`config.mk`:
```
export PLATFORM = sky130hd
export DESIGN_NAME = key_debounce
export DESIGN_NICKNAME = d
export VERILOG_FILES = /design/src/rtl/key_pkg.sv /design/src/rtl/key_encoder.sv /design/src/rtl/key_debounce.sv
export SDC_FILE = /design/constraint.sdc
export NUM_CORES = 1
export LEC_CHECK = 0
export CAP_MARGIN = 20
export CORE_MARGIN = 10
export CORE_UTILIZATION = 51
export DETAILED_ROUTE_END_ITERATION = 12
export PLACE_DENSITY = 0.78
export SYNTH_ARGS = -nofsm -noshare
export SYNTH_HDL_FRONTEND = slang
export SYNTH_SLANG_ARGS = --single-unit
```
`constraint.sdc`:
```
create_clock -name clock -period 8.7 [get_ports clock]
set_input_delay 2.61 -clock clock [delete_from_list [all_inputs] [get_ports clock]]
set_output_delay 2.61 -clock clock [all_outputs]
set_load 0.02 [all_outputs]
```
`src/rtl/key_pkg.sv`:
```
// Shared keypad types and constants for the debouncer and the lock top.
// Bit map: bits 0..8 = digits 1..9, bit 9 = '*', bit 10 = '0', bit 11 = '#'.
package key_pkg;

    typedef enum logic [1:0] {
        IDLE,
        DEBOUNCE,
        PRESSED,
        RELEASE
    } key_state_t;

    localparam logic [3:0] KEY_STAR = 4'd10;
    localparam logic [3:0] KEY_HASH = 4'd11;

    localparam int BIT_STAR = 9;
    localparam int BIT_ZERO = 10;
    localparam int BIT_HASH = 11;

    function automatic logic [3:0] bit_code(input int idx);
        if (idx == BIT_STAR)
            return KEY_STAR;
        else if (idx == BIT_ZERO)
            return 4'd0;
        else if (idx == BIT_HASH)
            return KEY_HASH;
        else
            return 4'(idx + 1);
    endfunction

endpackage

```
`src/rtl/key_encoder.sv`:
```
// Combinational keypad encoder: 12-bit key lines to 4-bit key code.
// o_code is only meaningful while o_is_onehot is high.
module key_encoder
    import key_pkg::*;
(
    input  logic [11:0] i_key,
    output logic [3:0]  o_code,
    output logic        o_is_onehot
);

    always_comb begin
        o_code = 4'd0;
        for (int i = 0; i < 12; i++) begin
            if (i_key[i])
                o_code = bit_code(i);
        end
    end

    assign o_is_onehot = (i_key != 12'd0) &&
                         ((i_key & (i_key - 12'd1)) == 12'd0);

endmodule

```
`src/rtl/key_debounce.sv`:
```
// Keypad debouncer: accepts one stable one-hot key and emits Key/key_code/key_strobe.
// Optional auto-repeat of key_strobe while held is enabled by macro KEY_REPEAT_EN.
module key_debounce
    import key_pkg::*;
#(
    parameter int DEBOUNCE_CYC = 20,
    parameter int REPEAT_DLY   = 200,
    parameter int REPEAT_PER   = 50
) (
    input  logic        clock,
    input  logic        reset,
    input  logic [11:0] key_raw,
    output logic [11:0] Key,
    output logic        key_strobe,
    output logic [3:0]  key_code
);

    // 0 and 1 both mean acceptance on the very next edge
    localparam logic [15:0] LP_THR =
        (DEBOUNCE_CYC <= 1) ? 16'd0 : 16'(DEBOUNCE_CYC - 1);

    key_state_t  r_state;
    logic [11:0] r_sample;
    logic [15:0] r_cnt;

    logic [3:0]  w_code;
    logic        w_onehot;
    logic [15:0] w_cnt_inc;

    key_encoder u_enc (
        .i_key       (key_raw),
        .o_code      (w_code),
        .o_is_onehot (w_onehot)
    );

    assign w_cnt_inc = (r_cnt == 16'hFFFF) ? r_cnt : r_cnt + 16'd1;

`ifdef KEY_REPEAT_EN
    localparam logic [15:0] LP_RDLY = 16'(REPEAT_DLY);
    localparam logic [15:0] LP_RPER = 16'(REPEAT_PER);

    logic [15:0] r_rpt;
    logic        r_rpt_on;
    logic [15:0] w_rpt_nxt;
    logic        w_rpt_hit;

    assign w_rpt_nxt = (r_rpt == 16'hFFFF) ? r_rpt : r_rpt + 16'd1;
    assign w_rpt_hit = (w_rpt_nxt == (r_rpt_on ? LP_RPER : LP_RDLY));
`else
    logic w_unused_rpt;
    assign w_unused_rpt = ^{16'(REPEAT_DLY), 16'(REPEAT_PER)};
`endif

    always_ff @(posedge clock) begin
        if (reset) begin
            r_state    <= IDLE;
            r_sample   <= 12'd0;
            r_cnt      <= 16'd0;
            Key        <= 12'd0;
            key_code   <= 4'd0;
            key_strobe <= 1'b0;
`ifdef KEY_REPEAT_EN
            r_rpt      <= 16'd0;
            r_rpt_on   <= 1'b0;
`endif
        end else begin
            key_strobe <= 1'b0;
            unique case (r_state)
                IDLE: begin
                    if (w_onehot) begin
                        r_state  <= DEBOUNCE;
                        r_sample <= key_raw;
                        r_cnt    <= 16'd0;
                    end
                end
                DEBOUNCE: begin
                    if (key_raw != r_sample) begin
                        r_state <= IDLE;
                    end else if (r_cnt >= LP_THR) begin
                        r_state    <= PRESSED;
                        Key        <= r_sample;
                        key_code   <= w_code;
                        key_strobe <= 1'b1;
`ifdef KEY_REPEAT_EN
                        r_rpt      <= 16'd0;
                        r_rpt_on   <= 1'b0;
`endif
                    end else begin
                        r_cnt <= w_cnt_inc;
                    end
                end
                PRESSED: begin
                    if (key_raw != r_sample) begin
                        r_state  <= RELEASE;
                        Key      <= 12'd0;
                        key_code <= 4'd0;
                        r_cnt    <= 16'd0;
                    end
`ifdef KEY_REPEAT_EN
                    else if (w_rpt_hit) begin
                        key_strobe <= 1'b1;
                        r_rpt      <= 16'd0;
                        r_rpt_on   <= 1'b1;
                    end else begin
                        r_rpt <= w_rpt_nxt;
                    end
`endif
                end
                RELEASE: begin
                    // any activity restarts the all-released window
                    if (key_raw != 12'd0)
                        r_cnt <= 16'd0;
                    else if (r_cnt >= LP_THR)
                        r_state <= IDLE;
                    else
                        r_cnt <= w_cnt_inc;
                end
                default: r_state <= IDLE;
            endcase
        end
    end

endmodule

```
# Word level (Yosys, flattened, before mapping)
# Index checks and enable logic that the tools add are counted.
# W data, S select, Z words.
# totals
register_bits,47
output_inout_bits,17
wordCells,68
# classes
add_sub_neg,2
n_lt_le_gt_ge,1
eq_ne,12
n_mux,35
bitwise,2
n_reduce_logical,10
# op_table
op,n
$mux W16,6
$pmux W16 S4,1
$mux W12,3
$mux W4,8
$pmux W12 S2,1
$add A16 B1 Y16 const B,1
$eq A16 B16 Y1 const B,1
$ge A16 B5 Y1 const B,1
$mux W2,8
$and A12 B12 Y12,1
$logic_not A12 Y1,1
$mux W3,4
$ne A12 B12 Y1,1
$reduce_bool A12 Y1,1
$sub A12 B1 Y12 const B,1
$ne A2 B2 Y1 const B,5
$pmux W2 S4,1
$pmux W4 S2,1
$reduce_and A5 Y1,1
$eq A2 B2 Y1 const B,2
$reduce_and A4 Y1,1
$ne A3 B3 Y1 const B,1
$reduce_and A3 Y1,1
$reduce_or A3 Y1,1
8 further kinds,9

# Logic depth before layout (Yosys ltp)
# Gate-level depths: netlist of run 1.
# logic_depth
word_depth,15
mapped_depth,10

# Hierarchy
# A second synthesis of run 1 with hierarchy kept.
# unflattened
cells_unflattened,251
hier_area_um2,2277.2
# modules_own_cells
module,instances,cells_per_inst,area_each_um2
key_debounce,1,213,2010.7
key_encoder,1,38,266.5

# Least setup slack after synthesis of run 1
# No wires, ideal clock.
# synth_path
path_kind,input port to flip-flop
start,input port key_raw[10]
end,register r_sample[1]
setup_ns,0.116
t_arrival_ns,4.413
required_ns,8.584
setup_slack_ns,4.171
cell_stages,8
path_cell_list,buf_2 or3b_2 a2111oi_2 o22ai_1 nor3_2 buf_2 a21oi_1 a31o_2
# synth_via
elab_chain_len,5
word_cells_on_any_way,6
cone_classes,1 x add/sub; 1 x bitwise; 4 x reduce/logical
# synth_lines
element,line,text
start: declaration,key_debounce.sv:12,"input logic [11:0] key_raw,"
$sub A12 B1 Y12,key_encoder.sv:20,((i_key & (i_key - 12'd1)) == 12'd0);
$and A12 B12 Y12,key_encoder.sv:20,
$logic_not A12 Y1,key_encoder.sv:20,
$logic_and A1 B1 Y1 (*),key_encoder.sv:19,assign o_is_onehot = (i_key != 12'd0) &&
$reduce_and A2 Y1 (no line) (*),--,
end signal: assignment,key_debounce.sv:72,r_sample <= key_raw;
end: declaration,key_debounce.sv:23,logic [11:0] r_sample;
# Mark *: on every way between the ends. The rest lies on a longest branch, timed or not.
# A chain may end at the register's enable or synchronous reset.

# Worst setup path after layout of run 1
# layout_path
start,input port key_raw[10]
end,register r_sample[0]
# Same word-level chain as after synthesis.

==> qor.yml, run 1 <==
cells_and_area:
  fillCellCount: 364
  multi_input_area_sq_mm: 0.00115
  drive_above_1_share: 0.0927
  finish.utilization: 0.624
  postLayoutCellArea_sq_mm: 0.00257
  fin_cells: 309
  final_common_cell: "dfxtp_1"
  final_nets: 274
  area_delta_synth_final_pct: 15.9
  n_antenna_cell: 0
  seq_area_sq_um: 941
  final_cell_mix: "dfxtp_1 (47), clkdlybuf4s50_1 (30), nand2_1 (19), a21oi_1 (16)"
timing:
  setup_violations: 0
  skew_ns: 0.0104
  hold_viol_final: 0
  setup_ws_ns: 3.05
  tightestPinTransition_ns: 0.889
  period_needed_ns: 5.65
  slew_headroom: 0.404
  whs_ns: 0.461
  rsz0062_at_grt: "false"
  fmax_mhz: 177
  fin_crit_sh: 0.649
  fin_setup_tns_ns: 0
  maxSlewViolCount: 0
global_routing:
  gr-usage-met1: 0.167
  grt.met2_usage: 0.214
  antenna_found_initial: 0
  use_met3: 0.0520
  grt_max_degree: 30
  grt_pass1_vias: 1747
  gr-usage-all-layers: 0.137
  grt_first_pass_wirelength_um: 8360
  grt.busiest_layer: "met2"
  overflow: 0
floorplan:
  std_cell_rows: 23
  io_pins: 31
  die_y_um: 85.9
  fp.dieW_um: 85.9
  fp.coreArea_sq_mm: 0.00412
  start_util: 0.538
  die_area_sq_mm: 0.00738
place:
  place_hpwl_um: 3540
  placedCellCount: 302
  place_ws_ns: 2.82
  dpl_cell_area_sq_mm: 0.00248
  place_congestion: 0.912
  numPortBuffers: 30
worst_hold_path:
  hold_path_class: "register to register"
detailed_routing:
  ant_nets: 0
  first_pass_iters: 4
  wl_per_cell_um: 15.9
  routed_via_density: 5.91
  drc: 0
  dr_total_vias: 1826
  drtIter0Drc: 149
  wirelength_um: 4910
job:
  cap_violations: 0
synthesis:
  syn_area_per_cell_sq_um: 9.12
  synth_top_area_cell: "dfxtp_1"
  ys_async_sr_fraction: 0
  synth.distinct_cells: 51
  synth_top_area_frac: 0.425
  syn_area_sq_mm: 0.00222
  synth-seq-cells: 47
  synth_cells: 243
  seq_area_frac_synth: 0.425
  yosysWarningCount: 0
  synth_area_leaders: "dfxtp_1 (42%), a22o_1 (5.5%), xor2_1 (5.5%), a21oi_1 (3.6%), and2_1 (3.4%)"
  synth_edf_count: 0
  syn_nets: 258
  synth-main-ff-cell: "dfxtp_1"
clock_network:
  insertion_delay_ns: 0.30
  clockBufferDepth: 2
  htreeDepth: 2
  post_cts_resized: 0
  cts_root_buf: "clkbuf_8"
  numClockSinks: 47
  clk_pin_slew_worst_paths_ns: 0.08
  ctsHoldBuffers: 0
  cts_buffers: 5
  post_cts_buffers: 0
  cts_tree: "built"
setup_path:
  crit_arrival_ns: 5.89
  cp-end-kind: "register"
  crit_type: "input pin to register"
  slowest_stage: "nor3_2"
  worstSetupStartpointType: "input pin"
  cp_slowest_stage_delay_ns: 0.74
  critPathMaxFanout: 16
  required_ns: 8.94
  path_cells: "clkdlybuf4s50_1 > or3b_2 > a2111oi_2 > o22ai_1 > nor3_2 > and2_1 > a31o_2"
run_status:
  status: "finished, final reports clean"
power:
  power_leakage_nw: 0.962
  finalPower_mw: 0.375
  pwr_density_cell_mw_per_mm2: 146
  vdd_ir_drop_max_mv: 0.126
## registers in the layout, summed over array words and instances, names as in the netlist, named ones only
| signal | flops |
|---|---|
| key_strobe | 1 |
| r_sample | 12 |
| r_cnt | 16 |
| Key | 12 |
| r_state | 1 |
| key_code | 4 |
## final timing paths
path	start	end	slack, ns	cells past startpoint
max	key_raw[10]	r_sample[0]	3.05	7
min	r_cnt[7]	r_cnt[7]	0.46	1
max reg2reg	register	r_sample[0]	6.23	5
min reg2reg	r_cnt[7]	r_cnt[7]	0.46	1
## routing by layer
layer | vias to the layer above | wire length, um
met3 | 6 | 312
li1 | 914 | -
met2 | 54 | 2220
met5 | - | 0
met4 | 0 | 59
met1 | 852 | 2310
## layout make-up
class	count	share of cell area
Multi-Input combinational cell	170	0.450
Tap cell	50	0.0244
Timing Repair Buffer	31	0.120
Inverter	4	0.00585
Clock inverter	1	0.00195
Clock buffer	6	0.0321
Sequential cell	47	0.366
## kinds of logic (layout without fill, tap and decap cells)
logic type / Yosys count / count (layout) / synth area share
AND/OR/NAND/NOR: 82 / 82 / 0.198
AO/OA/AOI/OAI: 65 / 65 / 0.225
flip-flops: 47 / 47 / 0.425
buffers and inverters: 26 / 42 / 0.0542
XOR/XNOR: 15 / 15 / 0.0593
multiplexers: 5 / 5 / 0.0237
adder cells (fa/ha/maj): 3 / 3 / 0.0152
## power by group
part           internal, mW  total, mW  switching (mW)
combinational        0.0109     0.0281          0.0172
clock                0.0624      0.132          0.0699
sequential            0.215      0.215        0.000102
## synthesized netlist by cell type (2+ instances only)
library cell / instances
a22o_1: 14
buf_2: 9
a2111oi_0: 2
nand4_1: 2
o21ai_0: 3
clkbuf_1: 11
nor4_1: 6
o21a_1: 2
nand2b_1: 2
nand2_1: 19
a21oi_1: 16
and2_1: 12
mux2i_1: 3
nor3_1: 10
and4_1: 2
a31o_2: 6
or3_1: 3
a211oi_1: 2
o21bai_1: 2
dfxtp_1: 47
and3_1: 4
o31ai_1: 2
inv_1: 4
xor2_1: 14
mux2_2: 2
nand3_1: 4
a31o_1: 6
nor2_1: 11
## critical path, delay by kind of cell
| family | cells | cell delay (ns) |
|---|---|---|
| AOI/OAI and AO/OA | 3 | 0.73 |
| and+or+nand+nor | 3 | 1.93 |
| buffers and inverters | 1 | 0.62 |
No activity file was read; power rests on OpenSTA's default activity.
==> run 2, diff against run 1 <==
--- a/config.mk
+++ b/config.mk
@@ -7,9 +7,9 @@
 export LEC_CHECK = 0
 export CAP_MARGIN = 20
 export CORE_MARGIN = 10
-export CORE_UTILIZATION = 51
+export CORE_UTILIZATION = 49
 export DETAILED_ROUTE_END_ITERATION = 12
-export PLACE_DENSITY = 0.78
+export PLACE_DENSITY = 0.79
 export SYNTH_ARGS = -nofsm -noshare
 export SYNTH_HDL_FRONTEND = slang
 export SYNTH_SLANG_ARGS = --single-unit
==> constraint.sdc (replaced) <==
create_clock -name clock -period 4.6 [get_ports clock]
set_input_delay 1.38 -clock clock [delete_from_list [all_inputs] [get_ports clock]]
set_output_delay 1.38 -clock clock [all_outputs]
set_load 0.02 [all_outputs]
==> qor.yml, run 2 (same netlist as run 1, synthesis figures left out) <==
cells_and_area:
  drive_above_1_share: 0.120  # +0.0272
  n_antenna_cell: 0  # unchanged
  fillCellCount: 370  # +1.6%
  final_nets: 281  # +2.6%
  final_common_cell: "dfxtp_1"
  largest_reg_flops: 16  # unchanged
  area_delta_synth_final_pct: 18.5
  top_register: "r_cnt"
  final_cell_mix: "dfxtp_1 (47), clkdlybuf4s50_1 (30), nand2_1 (19), a21oi_1 (16)"
  postLayoutCellArea_sq_mm: 0.00263  # +2.2%
  reg_top3: "r_cnt: 16 flops, Key: 12 flops, r_sample: 12 flops"
floorplan:
  fp.coreArea_sq_mm: 0.00435  # +5.8%
  start_util: 0.509  # -0.0296
  io_pins: 31  # unchanged
  die_y_um: 87.2  # +1.5%
  fp.dieW_um: 87.2  # +1.5%
  die_area_sq_mm: 0.00761  # +3.1%
  std_cell_rows: 24  # +4.3%
setup_path:
  path_cells: "clkdlybuf4s50_1 > or3b_2 > a2111oi_2 > o22ai_1 > nor3_2 > buf_4 > a21oi_1 > a31o_2"
  cp_top_family: "buffers and inverters"
  slowest_stage: "clkdlybuf4s50_1"
  critPathMaxFanout: 12  # -4
  rr_startpoint: "r_sample[6]"
  cp_slowest_stage_delay_ns: 0.64  # -0.10 ns
  crit_arrival_ns: 3.89  # -2.00 ns
  required_ns: 4.80  # -4.14 ns
  path_buf_inv: 2  # +1
  worstSetupStartpointType: "input pin"
  cp-end-kind: "register"
  critPathLaunch: "key_raw[10]"
  crit_type: "input pin to register"
timing:
  fin_crit_sh: 0.800
  rsz0062_at_grt: "false"
  slew_headroom: 0.623  # +0.218
  fin_setup_tns_ns: 0  # unchanged
  skew_ns: 0.00785  # -0.00260 ns
  hold_viol_final: 0  # unchanged
  period_needed_ns: 3.68
  tightestPinTransition_ns: 0.566  # -0.323 ns
  setup_violations: 0  # unchanged
  maxSlewViolCount: 0  # unchanged
  fmax_mhz: 272
detailed_routing:
  wl_per_cell_um: 15.7  # -1.3%
  ant_nets: 0  # unchanged
  drtIter0Drc: 134  # -10%
  routed_via_density: 5.75  # -2.8%
  drc: 0  # unchanged
  first_pass_iters: 4  # unchanged
  dr_total_vias: 1833  # +0.38%
  wirelength_um: 5000  # +1.9%
clock_network:
  ctsHoldBuffers: 0  # unchanged
  clk_pin_slew_worst_paths_ns: 0.09  # about the same
  clockBufferDepth: 2  # unchanged
  cts_tree: "built"
  cts_buffers: 5  # unchanged
  numClockSinks: 47  # unchanged
  insertion_delay_ns: 0.31  # about the same
  post_cts_resized: 0  # unchanged
  cts_root_buf: "clkbuf_8"
  htreeDepth: 2  # unchanged
  post_cts_buffers: 0  # unchanged
place:
  place_congestion: 0.896  # -1.8%
  dpl_cell_area_sq_mm: 0.00254  # +2.2%
  place_hpwl_um: 3700  # +4.5%
  numPortBuffers: 30  # unchanged
power:
  power_leakage_nw: 0.991  # +3.0%
  vdd_ir_drop_max_mv: 0.171  # +36%
  pwr_density_cell_mw_per_mm2: 271  # +85%
run_status:
  status: "finished, final reports clean"
global_routing:
  gr-usage-all-layers: 0.130  # -0.00722
  grt_pass1_vias: 1693  # -3.1%
  overflow: 0  # unchanged
  grt_first_pass_wirelength_um: 8020  # -4.0%
  antenna_found_initial: 0  # unchanged
  grt_max_degree: 28  # -6.7%
worst_hold_path:
  min_from: "r_cnt[14]"
  hold_path_class: "register to register"
job:
  cap_violations: 0  # unchanged
run 2: changes by cell type in the layout (fill, tap and decap cells not counted), sizes merged:
cell      delta
buf          +7
clkbuf       -1
clkinvlp     +2
run 2: area by class of cell:
class                   count  area, sq um  area share
clock inverters             3         20.0     0.00763
clock buffers               5         68.8      0.0262
repair buffers             38          360       0.137
flip-flops and latches     47          941       0.358
well taps                  52         65.1      0.0248
inverters                   4         15.0     0.00572
multi-input cells         170         1150       0.440
run 2: report_power, final:
part | switching (mW) | internal (mW)
combinational | 0.0326 | 0.0224
clock | 0.143 | 0.106
sequential | 0.000217 | 0.407
total | 0.176 | 0.535
run 2: stage by stage:
step	util	setup WS (ns)	instances	hold slack (ns)	power, mW
2_1_floorplan	-	1.30	243	0.430	0.448
3_3_place_gp	0.582	0.634	311	0.443	0.470
3_5_place_dp	0.582	0.602	311	0.446	0.470
4_1_cts	0.603	0.945	319	0.470	0.718
5_1_grt	0.603	0.797	319	0.486	0.735
6_report	0.603	0.919	319	0.467	0.711
run 2: final timing paths:
path | cells past startpoint | slack (ns) | to
setup / recovery | 8 | 0.92 | r_sample[0]
hold / removal | 1 | 0.47 | r_cnt[14]
setup reg to reg | 6 | 2.31 | Key[7]
hold reg to reg | 1 | 0.47 | r_cnt[14]
run 2: per-layer routing:
metal | up-vias | wire length (um) | GRT usage
li1 | 928 | - | -
met3 | 11 | 362 | 0.0478
met4 | 0 | 111 | 0.0623
met5 | - | 0 | 0
met2 | 53 | 2200 | 0.196
met1 | 841 | 2320 | 0.158
==> run 3, diff against run 2 <==
--- a/config.mk
+++ b/config.mk
@@ -7,9 +7,9 @@
 export LEC_CHECK = 0
 export CAP_MARGIN = 20
 export CORE_MARGIN = 10
-export CORE_UTILIZATION = 49
+export CORE_UTILIZATION = 51
 export DETAILED_ROUTE_END_ITERATION = 12
-export PLACE_DENSITY = 0.79
+export PLACE_DENSITY = 0.78
 export SYNTH_ARGS = -nofsm -noshare
 export SYNTH_HDL_FRONTEND = slang
 export SYNTH_SLANG_ARGS = --single-unit
==> constraint.sdc (replaced) <==
create_clock -name clock -period 3.5 [get_ports clock]
set_input_delay 1.05 -clock clock [delete_from_list [all_inputs] [get_ports clock]]
set_output_delay 1.05 -clock clock [all_outputs]
set_load 0.02 [all_outputs]
==> qor.yml, run 3 (same netlist as run 1, synthesis figures left out) <==
cells_and_area:
  final_cell_mix: "dfxtp_1 (47), clkdlybuf4s50_1 (30), buf_4 (25), nand2_1 (19), a21oi_1 (16)"
  area_delta_synth_final_pct: 26.8
  largest_reg_flops: 16  # unchanged
  final_nets: 301  # +7.1%
  n_antenna_cell: 0  # unchanged
  seq_area_sq_um: 941  # unchanged
  multi_input_area_sq_mm: 0.00115  # unchanged
  top_register: "r_cnt"
  drive_above_1_share: 0.181  # +0.0613
  final_common_cell: "dfxtp_1"
  reg_top3: "r_cnt: 16 flops, Key: 12 flops, r_sample: 12 flops"
  fillCellCount: 355  # -4.1%
setup_path:
  critPathMaxFanout: 5  # -7
  r2r_end: "r_cnt[2]"
  cp-end-kind: "register"
  required_ns: 3.72  # -1.08 ns
  worstSetupStartpointType: "input pin"
  rr_startpoint: "r_sample[11]"
  crit_type: "input pin to register"
  r2r_setup_slack_ns: 1.37  # -0.94 ns
  crit_arrival_ns: 3.35  # -0.54 ns
  r2r_cells: 7  # +1
run_status:
  status: "finished, final reports clean"
place:
  numPortBuffers: 30  # unchanged
  place_hpwl_um: 4020  # +8.6%
  place_congestion: 0.912  # +1.9%
detailed_routing:
  dr_total_vias: 1891  # +3.2%
  routed_via_density: 5.61  # -2.3%
  drtIter0Drc: 171  # +28%
  wl_per_cell_um: 15.3  # -2.4%
  first_pass_iters: 4  # unchanged
  ant_nets: 0  # unchanged
  wirelength_um: 5160  # +3.1%
  drc: 0  # unchanged
clock_network:
  cts_root_buf: "clkbuf_8"
  insertion_delay_ns: 0.30  # about the same
  ctsHoldBuffers: 0  # unchanged
  post_cts_resized: 0  # unchanged
  cts_buffers: 5  # unchanged
  cts_tree: "built"
  clk_pin_slew_worst_paths_ns: 0.08  # about the same
  htreeDepth: 2  # unchanged
  numClockSinks: 47  # unchanged
  post_cts_buffers: 0  # unchanged
  clockBufferDepth: 2  # unchanged
job:
  cap_violations: 0  # unchanged
floorplan:
  fp.coreArea_sq_mm: 0.00412  # -5.5%
  die_area_sq_mm: 0.00738  # -3.0%
  start_util: 0.538  # +0.0296
  std_cell_rows: 23  # -4.2%
  die_y_um: 85.9  # -1.5%
  fp.dieW_um: 85.9  # -1.5%
  io_pins: 31  # unchanged
timing:
  setup_violations: 0  # unchanged
  maxSlewViolCount: 0  # unchanged
  tightestPinTransition_ns: 0.427  # -0.139 ns
  rsz0062_at_grt: "false"
  period_needed_ns: 3.14
  fin_setup_tns_ns: 0  # unchanged
  skew_ns: 0.00668  # -0.00117 ns
  fin_crit_sh: 0.897
  hold_viol_final: 0  # unchanged
  slew_headroom: 0.713  # +0.0903
  fmax_mhz: 319
worst_hold_path:
  hold_path_depth: 1  # unchanged
  holdPathEnd: "r_cnt[8]"
  hold_path_class: "register to register"
  min_from: "r_cnt[8]"
power:
  pwr_density_cell_mw_per_mm2: 335  # +24%
  power_leakage_nw: 1.10  # +11%
  finalPower_mw: 0.942  # +33%
  vdd_ir_drop_max_mv: 0.313  # +84%
global_routing:
  antenna_found_initial: 0  # unchanged
  grt_first_pass_wirelength_um: 8520  # +6.2%
  grt_max_degree: 28  # unchanged
  grt_pass1_vias: 1799  # +6.3%
  overflow: 0  # unchanged
  gr-usage-all-layers: 0.140  # +0.00986
run 3: changes by cell type in the layout (fill, tap and decap cells not counted), sizes merged:
| cell | previous run | this run |
|---|---|---|
| buf | 8 | 28 |
run 3: how the worst max path moves through the flow:
stage              endpoint  slack (ns)  cells after the start         from
2_1_floorplan   r_sample[1]        0.53                      8  key_raw[10]
3_3_place_gp    r_sample[4]         0.1                      8   key_raw[0]
3_5_place_dp   r_sample[11]        0.08                      8   key_raw[0]
4_1_cts            r_cnt[2]        0.38                      9  key_raw[11]
5_1_grt         r_sample[4]        0.20                      8   key_raw[0]
6_report           r_cnt[2]        0.36                      9  key_raw[11]
run 3: critical path, stage by stage:
cell and delay [ns]:
clkdlybuf4s50_1 0.45, buf_4 0.17, xor2_1 0.14, nor4_1 0.42
and3_1 0.31, buf_4 0.16, mux2_2 0.35, xor2_1 0.14
nor3_1 0.16
run 3: final cells by class:
| type | count | share of cell area |
|---|---|---|
| clock buffer | 5 | 0.0245 |
| clock inverter | 3 | 0.00712 |
| inverter | 4 | 0.00534 |
| multi-input combinational | 170 | 0.411 |
| sequential | 47 | 0.335 |
| tap | 50 | 0.0223 |
| timing repair buffer | 58 | 0.195 |
run 3: metal layers:
layer	track usage	share of wire	vias to the layer above
li1	-	-	961
met1	0.169	0.48	889
met2	0.231	0.45	36
met3	0.0369	0.051	5
met4	0.0509	0.012	0
met5	0	0	-
run 3: metrics by stage:
step	setup WS [ns]	util	std cells	hold WS (ns)	instance area (sq um)
2_1_floorplan	0.531	-	243	0.430	2220
3_3_place_gp	0.0972	0.661	329	0.444	2720
3_5_place_dp	0.0809	0.661	329	0.445	2720
4_1_cts	0.381	0.683	337	0.472	2810
5_1_grt	0.195	0.683	337	0.491	2810
6_report	0.362	0.683	337	0.465	2810
run 3: power breakdown:
| group | leakage (nW) | switching (mW) | internal (mW) |
|---|---|---|---|
| Clock | 0.0402 | 0.181 | 0.139 |
| Sequential | 0.378 | 0.000254 | 0.534 |
| Combinational | 0.684 | 0.0463 | 0.0415 |
